===== config.mk =====
export PLATFORM = sky130hd
export DESIGN_NAME = inert_seq
export DESIGN_NICKNAME = d
export VERILOG_FILES = /design/src/rtl/inert_pkg.sv /design/src/rtl/sync2.sv /design/src/rtl/inert_seq.sv
export SDC_FILE = /design/constraint.sdc
export NUM_CORES = 1
export LEC_CHECK = 0
export BUFFER_PORTS_ARGS = -buffer_cell sky130_fd_sc_hd__buf_2
export CAP_MARGIN = 30
export CORE_MARGIN = 1
export CORE_UTILIZATION = 60
export CTS_BUF_LIST = sky130_fd_sc_hd__clkbuf_4 sky130_fd_sc_hd__clkbuf_8
export CTS_CLUSTER_DIAMETER = 60
export DETAILED_ROUTE_END_ITERATION = 6
export HOLD_SLACK_MARGIN = 0.08
export PLACE_DENSITY = 0.9
export SYNTH_ARGS = -nofsm -noshare
export SYNTH_HDL_FRONTEND = slang
export SYNTH_HIERARCHICAL = 1
export SYNTH_SLANG_ARGS = --single-unit

===== constraint.sdc =====
create_clock -name clk -period 7.25 [get_ports clk]
set_clock_uncertainty 0.2 [all_clocks]
set_input_delay 0.3625 -clock clk [delete_from_list [all_inputs] [get_ports clk]]
set_output_delay 0.3625 -clock clk [all_outputs]
set_load 0.03 [all_outputs]

===== src/rtl/inert_pkg.sv =====
// Shared FSM state encoding and SPI command words for the inertial sensor sequencer.
package inert_pkg;

    typedef enum logic [3:0] {
        INIT_WAIT,
        WR_INT_CFG,
        WR_ACCEL,
        WR_GYRO,
        WR_ROUND,
        WAIT_INT,
        RD_PL,
        RD_PH,
        RD_AL,
        RD_AH
    } state_t;

    localparam logic [15:0] CMD_INT_CFG = 16'h0D02;
    localparam logic [15:0] CMD_ACCEL   = 16'h1053;
    localparam logic [15:0] CMD_GYRO    = 16'h1150;
    localparam logic [15:0] CMD_ROUND   = 16'h1460;
    localparam logic [15:0] CMD_RD_PL   = 16'hA200;
    localparam logic [15:0] CMD_RD_PH   = 16'hA300;
    localparam logic [15:0] CMD_RD_AL   = 16'hAC00;
    localparam logic [15:0] CMD_RD_AH   = 16'hAD00;

endpackage


===== src/rtl/sync2.sv =====
// Two-flop synchronizer bringing the sensor interrupt level into the clk domain.
module sync2 (
    input  logic clk,
    input  logic rst_n,
    input  logic d,
    output logic q
);

    logic meta;

    always_ff @(posedge clk or negedge rst_n) begin
        if (!rst_n) begin
            meta <= 1'b0;
            q    <= 1'b0;
        end else begin
            meta <= d;
            q    <= meta;
        end
    end

endmodule


===== src/rtl/inert_seq.sv =====
// Inertial sensor sequencer: power-up delay, four config writes, then interrupt-driven
// four-byte pitch-rate / Z-accel reads over an external SPI master.
//
// state      | meaning
// INIT_WAIT  | power-up delay, timer counting
// WR_INT_CFG | write 0D02 outstanding
// WR_ACCEL   | write 1053 outstanding
// WR_GYRO    | write 1150 outstanding
// WR_ROUND   | write 1460 outstanding
// WAIT_INT   | idle, waiting for synchronized INT
// RD_PL      | pitch low byte read outstanding
// RD_PH      | pitch high byte read outstanding
// RD_AL      | AZ low byte read outstanding
// RD_AH      | AZ high byte read outstanding
module inert_seq
    import inert_pkg::*;
#(
    parameter int TMR_W = 16
) (
    input  logic        clk,
    input  logic        rst_n,
    input  logic        INT,
    input  logic        done,
    input  logic [15:0] rd_data,
    output logic        wrt,
    output logic [15:0] cmd,
    output logic        vld,
    output logic [15:0] ptch_rt,
    output logic [15:0] AZ
);

    state_t             state, state_nxt;
    logic [TMR_W-1:0]   tmr;
    logic               int_sync;
    logic               wrt_nxt, vld_nxt;
    logic [15:0]        cmd_nxt;
    logic [7:0]         pitch_l, pitch_h, az_l;
    logic               unused_rd_hi;

    assign unused_rd_hi = ^rd_data[15:8];

    sync2 u_sync2 (
        .clk   (clk),
        .rst_n (rst_n),
        .d     (INT),
        .q     (int_sync)
    );

    always_ff @(posedge clk or negedge rst_n) begin
        if (!rst_n) begin
            state <= INIT_WAIT;
            tmr   <= '0;
            wrt   <= 1'b0;
            vld   <= 1'b0;
            cmd   <= 16'h0000;
        end else begin
            state <= state_nxt;
            tmr   <= (state == INIT_WAIT && !(&tmr)) ? tmr + 1'b1 : '0;
            wrt   <= wrt_nxt;
            vld   <= vld_nxt;
            cmd   <= cmd_nxt;
        end
    end

    // done only advances states that have a transaction outstanding
    always_comb begin
        state_nxt = state;
        case (state)
            INIT_WAIT:  if (&tmr)    state_nxt = WR_INT_CFG;
            WR_INT_CFG: if (done)    state_nxt = WR_ACCEL;
            WR_ACCEL:   if (done)    state_nxt = WR_GYRO;
            WR_GYRO:    if (done)    state_nxt = WR_ROUND;
            WR_ROUND:   if (done)    state_nxt = WAIT_INT;
            WAIT_INT:   if (int_sync) state_nxt = RD_PL;
            RD_PL:      if (done)    state_nxt = RD_PH;
            RD_PH:      if (done)    state_nxt = RD_AL;
            RD_AL:      if (done)    state_nxt = RD_AH;
            RD_AH:      if (done)    state_nxt = WAIT_INT;
            default:                 state_nxt = INIT_WAIT;
        endcase
    end

    // Every transition into a transaction state launches that state's command.
    always_comb begin
        wrt_nxt = 1'b0;
        vld_nxt = 1'b0;
        cmd_nxt = cmd;
        if (state_nxt != state) begin
            case (state_nxt)
                WR_INT_CFG: begin wrt_nxt = 1'b1; cmd_nxt = CMD_INT_CFG; end
                WR_ACCEL:   begin wrt_nxt = 1'b1; cmd_nxt = CMD_ACCEL;   end
                WR_GYRO:    begin wrt_nxt = 1'b1; cmd_nxt = CMD_GYRO;    end
                WR_ROUND:   begin wrt_nxt = 1'b1; cmd_nxt = CMD_ROUND;   end
                RD_PL:      begin wrt_nxt = 1'b1; cmd_nxt = CMD_RD_PL;   end
                RD_PH:      begin wrt_nxt = 1'b1; cmd_nxt = CMD_RD_PH;   end
                RD_AL:      begin wrt_nxt = 1'b1; cmd_nxt = CMD_RD_AL;   end
                RD_AH:      begin wrt_nxt = 1'b1; cmd_nxt = CMD_RD_AH;   end
                WAIT_INT:   vld_nxt = (state == RD_AH);
                default:    ;
            endcase
        end
    end

    // The AZH byte goes straight into AZ[15:8]; the published pair updates only on that done.
    always_ff @(posedge clk or negedge rst_n) begin
        if (!rst_n) begin
            pitch_l <= 8'h00;
            pitch_h <= 8'h00;
            az_l    <= 8'h00;
            ptch_rt <= 16'h0000;
            AZ      <= 16'h0000;
        end else if (done) begin
            case (state)
                RD_PL: pitch_l <= rd_data[7:0];
                RD_PH: pitch_h <= rd_data[7:0];
                RD_AL: az_l    <= rd_data[7:0];
                RD_AH: begin
                    ptch_rt <= {pitch_h, pitch_l};
                    AZ      <= {rd_data[7:0], az_l};
                end
                default: ;
            endcase
        end
    end

endmodule


==> results.toml, run 1 <==
[global_route]
antenna_found_initial = 0
grt.total_usage_pct = 24.1
grt_pass1_vias = 2832
overflow = 0
grt_max_degree = 64
grt_pass1_wl_microns = 13100

[floorplan]
start_util_pct = 62.0
core_sq_um = 6350
die_y_microns = 83.0
row_count = 29
chipWidth_microns = 83.0
die_area_sq_um = 6890
boundaryPins = 70

[clock_network]
cts-root-buf = "clkbuf_8"
post_cts_buffers = 0
cts_made_buffers = 9
htreeDepth = 3
cts_tree = "done"
clk-insertion-delay-late_ps = 360
ctsResizeCount = 0
clock-sinks = 90
cts_buffer_depth = 2
clk_pin_slew_ps = 100
cts_hold_buf = 9

[critical_path]
r2r_start = "state[2]$_DFF_PN0_"
ff2ff_path_depth = 6
crit_type = "flop to flop"
critPathLaunchType = "flop"
rrSetupSlack_ps = 4630
cp.required_ps = 7360
worst_path_max_delay_cell = "inv_1"
crit_fanout = 33
crit_chain = "nor3b_1, nand2_1, buf_4, inv_1, nand2_1, nand2_1"
worstPathArrival_ps = 2730
critPathMaxStageDelay_ps = 750
path_buf_inv = 2
crit_family = "buffers and inverters"
cp-end-kind = "flop"
cpMostUsedCell = "nand2_1"
reg2reg_to = "ptch_rt[9]$_DFFE_PN0P_"

[synthesis]
synthXorXnorAreaFrac_pct = 3.11
syn_area_sq_um = 3940
synth-simple-area-share_pct = 20.1
ys.flop_type = "dfrtp_1"
synth_compound_area_share_pct = 7.43
synth_area_leaders = "dfrtp_1 (57%), nand2_1 (10%), mux2_2 (7.4%), nor2_1 (2.3%), xor2_1 (2.0%)"
avgSynthCellArea_sq_um = 10.5
synthArstFlopShare_pct = 100
ys_seq_elements = 90
yosysTopAreaCellShare_pct = 57.2
synth_cell_types = 53
synthMuxAreaShare_pct = 7.69
yosysSeqAreaShare_pct = 57.2
synthCells = 376
synth-edff-count = 0
yosys.area_share.adder_pct = 0.318
yosys.area.top_type = "dfrtp_1"
yosys_warnings = 6
synth_top_family_by_area = "simple AND/OR/NAND/NOR gates"

[power_and_ir_drop]
p_leak_nw = 2.39
ir_drop_v = 0.000332
power_density_nw_per_um2 = 414

[route]
dr.pass1.iters = 4
drt_wl_total_microns = 7890
vias = 2916
drt.antenna.violating_nets = 0
drtIter0Drc = 162
drc_errors = 0
post_drt_wl_per_cell_microns = 15.3
viasPerCell = 5.64

[final_layout]
final_nets = 456
final_area_sq_um = 4530
instances_no_fill = 517
antennaDiodeCount = 0
drive_gt1_share_pct = 25.5
syn2layout_area_growth_pct = 14.9

[sta]
layout_min_cycle_time_ps = 2620
slew_headroom_pct = 35.4
holdWs_ps = 90.6
fin_crit_sh_pct = 36.1
setup-violations-final = 0
max_freq_mhz = 382
drv_slew = 0
rsz0062_at_grt = "no"
setup_ws_ps = 4630
fin_setup_tns_ps = 0
final_hold_viol_count = 0
tightest_slew_ps = 968

[hold_path]
holdCritStartpoint = "rd_data[1]"
min_path_type = "primary input to flop"
min_path_cells = 3
hold_end = "AZ[9]$_DFFE_PN0P_"

[placed_design]
dpl-instance-area_sq_um = 4240
dpl.cell_count = 492
io_buffer_count = 57
post-place-ws_ps = 4690
gp_congestion = 0.855
dp_hpwl_microns = 5240

[flow_run]
max_cap_violations = 0

[outcome]
status = "completed"
==> Yosys cell counts, types with 2 or more instances <==
| library cell | count |
|---|---|
| a21o_1 | 2 |
| a21oi_1 | 8 |
| a221o_1 | 2 |
| a22o_1 | 4 |
| a31o_1 | 3 |
| a31oi_1 | 2 |
| and2_1 | 3 |
| and3_1 | 7 |
| buf_1 | 3 |
| buf_2 | 3 |
| buf_4 | 6 |
| clkbuf_1 | 9 |
| dfrtp_1 | 90 |
| inv_1 | 6 |
| inv_2 | 2 |
| mux2_2 | 26 |
| nand2_1 | 109 |
| nand3_1 | 10 |
| nand4_1 | 2 |
| nand4_4 | 2 |
| nor2_1 | 24 |
| nor3_1 | 2 |
| o211ai_1 | 2 |
| o21ai_0 | 7 |
| o32ai_1 | 2 |
| xnor2_1 | 5 |
| xor2_1 | 9 |
==> report_power, final <==
part           leakage (nW)  internal (mW)  switching, mW
clock network         0.102          0.149          0.184
logic                  1.10          0.285          0.488
registers              1.19          0.656          0.112
total                  2.39           1.09          0.784
==> routing by layer <==
| layer | wire [microns] | global-route usage, % | part of all wire [%] | up-vias |
|---|---|---|---|---|
| met4 | 135 | 11.1 | 1.7 | 0 |
| met1 | 3510 | 31.9 | 44 | 1440 |
| met3 | 312 | 4.47 | 4.0 | 14 |
| li1 | - | - | - | 1366 |
| met5 | 0 | 0 | 0 | - |
| met2 | 3930 | 39.0 | 50 | 96 |
==> cell type report <==
type                       count  area [sq um]
timing repair buffer          68           413
clock inverter                 5          46.3
tap                           77          96.3
sequential                    90          2250
clock buffer                  11           151
multi-input combinational    258          1540
fill                         442          1820
inverter                       8          30.0
==> worst reg2reg max path: cells and delay by family (launching register included) <==
kind | cells | cell delay (ps)
buf+inv | 2 | 1020
flops | 1 | 530
simple gates | 4 | 820
==> metrics by stage <==
step                      utilization [%]  total power [mW]
final                                71.3              1.87
after CTS                            71.3              1.88
after floorplan                         -              1.37
after detailed placement             66.7              1.54
after global placement               66.3              1.50
after global routing                 71.3              1.99
==> layout by cell type (no fill, tap or decap), types with 5 or more instances in the layout <==
master         instances
a21oi_1                8
and3_1                 7
buf_2                 56
clkbuf_8              11
dfrtp_1               90
dlygate4sd3_1          9
inv_1                  6
mux2_2                26
nand2_1              109
nand3_1               10
nor2_1                24
o21ai_0                7
xnor2_1                5
xor2_1                 9
==> flip-flops by register name, summed over array words and instances (netlist names), 4 cells and up <==
register	flops
AZ	16
az_l	8
cmd	10
pitch_h	8
pitch_l	8
ptch_rt	16
state	4
tmr	16
==> how the worst max path moves through the flow <==
stage | slack [ps] | endpoint | startpoint | cells after the start
2_1_floorplan | 4950 | cmd[11]$_DFFE_PN0P_ | tmr[0]$_DFF_PN0_ | 8
3_3_place_gp | 4770 | AZ[9]$_DFFE_PN0P_ | state[1]$_DFF_PN0_ | 6
3_5_place_dp | 4690 | ptch_rt[9]$_DFFE_PN0P_ | state[1]$_DFF_PN0_ | 6
4_1_cts | 4670 | ptch_rt[9]$_DFFE_PN0P_ | state[1]$_DFF_PN0_ | 6
5_1_grt | 4420 | AZ[10]$_DFFE_PN0P_ | state[1]$_DFF_PN0_ | 6
6_report | 4630 | ptch_rt[9]$_DFFE_PN0P_ | state[2]$_DFF_PN0_ | 6
==> cell families (layout without fill, tap and decap cells) <==
logic type | after synthesis | after routing
buffers and inverters | 31 | 92
DFF | 90 | 90
adders and majority gates | 1 | 1
AOI/OAI and AO/OA | 41 | 41
other | 1 | 4
muxes | 27 | 27
xor gates and xnor gates | 14 | 14
and+or+nand+nor | 171 | 171
Power figures use the tool's default switching activity.
==> inputs of run 2 (changes only) <==
- CORE_UTILIZATION: 60 -> 58
- PLACE_DENSITY: 0.9 -> 0.87
- clock period: 7.25 -> 2.75 ns (I/O delays scaled with it)
==> run 2 against run 1 <==
  * The flow now finishes with violations (design-rule violations)
  * Largest power group unchanged
  * First-iteration DRC count down 19%
  * Largest cell class unchanged
  * Final cell count rose by 0.58%
  * Sequential power grew to 2.6 times the previous value
  * Die area grew 3.4%
==> results.toml, run 2 (same netlist as run 1, synthesis figures left out) <==
[outcome]
status = "complete, but fails checks"
violations = "design-rule violations"

[sta]
slew_headroom_pct = 58.2
holdWs_ps = 139
fin_crit_sh_pct = 92.1
tightest_slew_ps = 622
fin_setup_tns_ps = 0
drv_slew = 0
layout_min_cycle_time_ps = 2530
rsz0062_at_grt = "no"
max_freq_mhz = 395
setup_ws_ps = 217
final_hold_viol_count = 0
setup-violations-final = 0

[final_layout]
drive_gt1_share_pct = 25.7
instances_no_fill = 520
top_regs = "AZ (16), ptch_rt (16), tmr (16)"
final_nets = 459
final_cell_mix = "nand2_1 (109), dfrtp_1 (90), buf_2 (56)"
syn2layout_area_growth_pct = 15.6
num-fill-cells = 437
antennaDiodeCount = 0
final_common_cell = "nand2_1"

[placed_design]
gp_congestion = 0.846
dp_hpwl_microns = 5240
post-place-ws_ps = 282
io_buffer_count = 57
dpl.cell_count = 494

[route]
drtIter0Drc = 132
vias = 2895
post_drt_wl_per_cell_microns = 15.4
drt.antenna.violating_nets = 0
drt_wl_total_microns = 8000
dr.pass1.iters = 6
drc_errors = 11
viasPerCell = 5.57

[clock_network]
clk_pin_slew_ps = 90
cts_buffer_depth = 2
clk-insertion-delay-late_ps = 360
cts-root-buf = "clkbuf_8"
post_cts_buffers = 0
clock-sinks = 90
cts_tree = "done"
ctsResizeCount = 0
htreeDepth = 3
cts_made_buffers = 9
cts_hold_buf = 10

[floorplan]
core_sq_um = 6460
chipWidth_microns = 84.4
boundaryPins = 70
start_util_pct = 61.0
die_area_sq_um = 7120
row_count = 29
die_y_microns = 84.4

[power_and_ir_drop]
p_leak_nw = 2.39
power_density_nw_per_um2 = 1100
ir_drop_v = 0.000761
p_total_mw = 5.00

[critical_path]
worst_path_max_delay_cell = "dfrtp_1"
crit_chain = "and3b_1, and2_1, a21oi_2, inv_1, nor2_1, nor3_1, a211oi_1"
r2r_start = "state[1]$_DFF_PN0_"
critPathLaunchType = "flop"
critPathMaxStageDelay_ps = 530
cp.required_ps = 2810
cp-end-kind = "flop"
crit_type = "flop to flop"
crit_fanout = 13
ff2ff_path_depth = 7
rrSetupSlack_ps = 220
worstPathArrival_ps = 2590
reg2reg_to = "cmd[8]$_DFFE_PN0P_"

[flow_run]
max_cap_violations = 0

[global_route]
overflow = 0
grt.total_usage_pct = 23.7
antenna_found_initial = 0
grt_pass1_wl_microns = 13300
grt_pass1_vias = 2870
grt_max_degree = 49

[hold_path]
min_path_type = "primary input to asynchronous set/reset pin"
## run 2: cell count changes in the layout (fill, tap and decap cells not counted)
cell and delta:
inv_6 +1, dlygate4sd3_1 +1, buf_12 +1, inv_8 -1
buf_16 -1, clkinvlp_4 +2, clkbuf_8 -1, clkinv_4 -2
buf_4 +2, bufinv_16 +1
## run 2: worst max-delay path by stage
stage                     slack, ps  cells past startpoint               start                   to
after floorplan                 450                      8    tmr[0]$_DFF_PN0_  cmd[11]$_DFFE_PN0P_
after global placement          400                      7    tmr[0]$_DFF_PN0_  cmd[13]$_DFFE_PN0P_
after detailed placement        280                      7  state[2]$_DFF_PN0_   cmd[8]$_DFFE_PN0P_
after CTS                       250                      7  state[1]$_DFF_PN0_   cmd[8]$_DFFE_PN0P_
after global routing             40                      7  state[2]$_DFF_PN0_   cmd[8]$_DFFE_PN0P_
final                           220                      7  state[1]$_DFF_PN0_   cmd[8]$_DFFE_PN0P_
## run 2: per-stage QoR
stage	util, %	area, sq um
global route	70.5	4550
detailed placement	65.7	4250
global placement	65.4	4230
floorplan	-	3950
CTS	70.5	4550
finish	70.5	4550
## run 2: power by group
| part | switching (mW) | internal (mW) | leakage, nW | total [mW] |
|---|---|---|---|---|
| registers | 0.292 | 1.73 | 1.19 | 2.02 |
| clock network | 0.478 | 0.453 | 0.0995 | 0.930 |
| logic | 1.29 | 0.752 | 1.11 | 2.05 |
## run 2: layout make-up
cell class / instances / area (sq um) / share of cell area [%]
clock inverters: 6 / 71.3 / 1.57
well taps: 77 / 96.3 / 2.12
clock buffers: 10 / 138 / 3.02
flip-flops and latches: 90 / 2250 / 49.5
repair buffers: 71 / 430 / 9.45
multi-input cells: 258 / 1540 / 33.7
inverters: 8 / 30.0 / 0.659
## run 2: critical path: cells and delay by family, from the launching register on
family | cells | cell delay, ps
simple gates | 4 | 890
compound gates | 2 | 660
flops | 1 | 530
buf+inv | 1 | 150
## run 2: layer usage
metal / vias up / wire, microns / GRT usage [%]
li1: 1368 / - / -
met1: 1436 / 3470 / 30.9
met2: 83 / 4000 / 39.6
met3: 8 / 407 / 5.01
met4: 0 / 112 / 8.78
met5: - / 0 / 0
==> inputs of run 3 (changes only) <==
- clock period: 2.75 -> 2.35 ns (I/O delays scaled with it)
==> run 3 against run 2 <==
  * The flow still finishes with violations (design-rule violations)
  * Die area unchanged
  * Sequential share of layout area shrank 0.55 points
  * Worst hold slack got worse by 29 ps
  * Core utilization is 0.91 points higher
  * Via count increased by 2.2%
  * Power rose by 16%
  * Combinational power up 19%
  * Final cell count is 1.9% higher
  * Maximum frequency increased by 11%
  * First-iteration DRC count is 12% higher
  * Critical endpoint is now cmd[11]$_DFFE_PN0P_
  * Critical path depth shrank 1
  * Sequential cell count did not move
==> results.toml, run 3 (same netlist as run 1, synthesis figures left out) <==
[sta]
drv_slew = 0
slew_headroom_pct = 60.7
holdWs_ps = 111
tightest_slew_ps = 589
layout_min_cycle_time_ps = 2270
fin_crit_sh_pct = 96.7
max_freq_mhz = 440
final_hold_viol_count = 0
setup_ws_ps = 77.7
setup-violations-final = 0

[clock_network]
clk_pin_slew_ps = 100
cts_made_buffers = 9
clk-insertion-delay-late_ps = 360
clock-sinks = 90
cts-root-buf = "clkbuf_8"
cts_tree = "done"
cts_buffer_depth = 2
htreeDepth = 3

[power_and_ir_drop]
power_density_nw_per_um2 = 1260
ir_drop_v = 0.000868
p_leak_nw = 2.43
combPwrFrac_pct = 42.0
p_int_mw = 3.38
seq_power_share_pct = 40.8
pwr-share-clk_pct = 17.2
sw_frac_of_total_pct = 41.8
switchingPower_mw = 2.43

[critical_path]
crit_chain = "nor2_1, a32oi_1, o211ai_1, nand3_2, a22o_1, a221o_1"
crit_fanout = 11
critPathLaunchType = "flop"
path_buf_inv = 0
startpoint = "state[3]$_DFF_PN0_"
crit_family = "compound AO/OA/AOI/OAI gates"
crit_type = "flop to flop"
cp.required_ps = 2390
cp-end-kind = "flop"
worst_path_max_delay_cell = "dfrtp_1"
critPathMaxStageDelay_ps = 510
r2r_start = "state[3]$_DFF_PN0_"
worstPathArrival_ps = 2320

[floorplan]
chipWidth_microns = 84.4
core_sq_um = 6460
boundaryPins = 70
start_util_pct = 61.0
die_y_microns = 84.4
row_count = 29
die_area_sq_um = 7120

[route]
drt_wl_total_microns = 8320
viasPerCell = 5.58
dr.pass1.iters = 6
vias = 2958
drtIter0Drc = 148
drc_errors = 12
drt.antenna.violating_nets = 0
wl_met2_microns = 4200
post_drt_wl_per_cell_microns = 15.7
wl_met1_microns = 3610
top_layer_used = "met4"
wl_met3_microns = 311

[global_route]
antenna_found_initial = 0
grt_pass1_wl_microns = 13800
grt.total_usage_pct = 24.8
grt_pass1_vias = 2981
grt_max_degree = 50
overflow = 0

[placed_design]
io_buffer_count = 57
dpl.cell_count = 502
post-place-ws_ps = 39.8
dp_hpwl_microns = 5560
gp_congestion = 0.857

[final_layout]
utilization_pct = 71.4
syn2layout_area_growth_pct = 17.1
final_nets = 469
instances_no_fill = 530
final_cell_mix = "nand2_1 (108), dfrtp_1 (87), buf_2 (56)"
final_common_cell = "nand2_1"
top_regs = "AZ (16), ptch_rt (16), tmr (16)"
drive_gt1_share_pct = 28.5
antennaDiodeCount = 0

[outcome]
status = "complete, but fails checks"
violations = "design-rule violations"

[hold_path]
min_path_type = "primary input to asynchronous set/reset pin"

[flow_run]
max_cap_violations = 0
run 3: worst reg2reg max path: cells and delay by family (launching register included):
kind / cells / cell delay [ps]
simple gates: 2 / 360
flops: 1 / 510
compound gates: 4 / 1100
run 3: repair_timing:
| item | CTS | global route |
|---|---|---|
| endpoints found under the setup margin | 0 | 20 |
| endpoints found under the hold margin | 124 | 0 |
| buffers inserted | 0 | 1 |
| hold buffers | 11 | 0 |
| resized for setup | 0 | 7 |
run 3: final cells by class:
cell class,instances,area [sq um]
flip-flops and latches,90,2260
fillers,449,1850
multi-input cells,258,1550
repair buffers,81,495
clock buffers,10,138
well taps,77,96.3
clock inverters,6,50.0
inverters,8,30.0
run 3: worst paths after layout:
| check | to | depth (start not counted) | slack, ps |
|---|---|---|---|
| min in group clk | u_sync2/q$_DFF_PN0_ | 0 | 170 |
| max in group asynchronous | state[2]$_DFF_PN0_ | 3 | 1160 |
| worst max register to register | cmd[11]$_DFFE_PN0P_ | 6 | 80 |
| worst max-delay path | cmd[11]$_DFFE_PN0P_ | 6 | 80 |
| worst min register to register | u_sync2/q$_DFF_PN0_ | 0 | 170 |
| worst min-delay path | AZ[7]$_DFFE_PN0P_ | 2 | 110 |
run 3: routing by layer:
metal,track usage (%),vias to the layer above
met3,4.33,16
met2,42.2,77
li1,-,1390
met5,0,-
met1,31.1,1475
met4,11.7,0
run 3: metrics by stage:
| stage | cell area, sq um | setup TNS, ps | power [mW] |
|---|---|---|---|
| 2_1_floorplan | 3950 | 0 | 4.22 |
| 3_3_place_gp | 4290 | 0 | 4.68 |
| 3_5_place_dp | 4290 | 0 | 4.76 |
| 4_1_cts | 4590 | 0 | 5.79 |
| 5_1_grt | 4610 | -35.8 | 6.15 |
| 6_report | 4610 | 0 | 5.81 |
run 3: power groups by stage:
stage	Sequential (mW)	Clock, mW	Combinational (mW)
3_3_place_gp	2.35	0	2.32
6_report	2.37	0.998	2.44
3_5_place_dp	2.38	0	2.38
4_1_cts	2.36	1.01	2.42
2_1_floorplan	2.80	0	1.42
5_1_grt	2.43	1.08	2.64
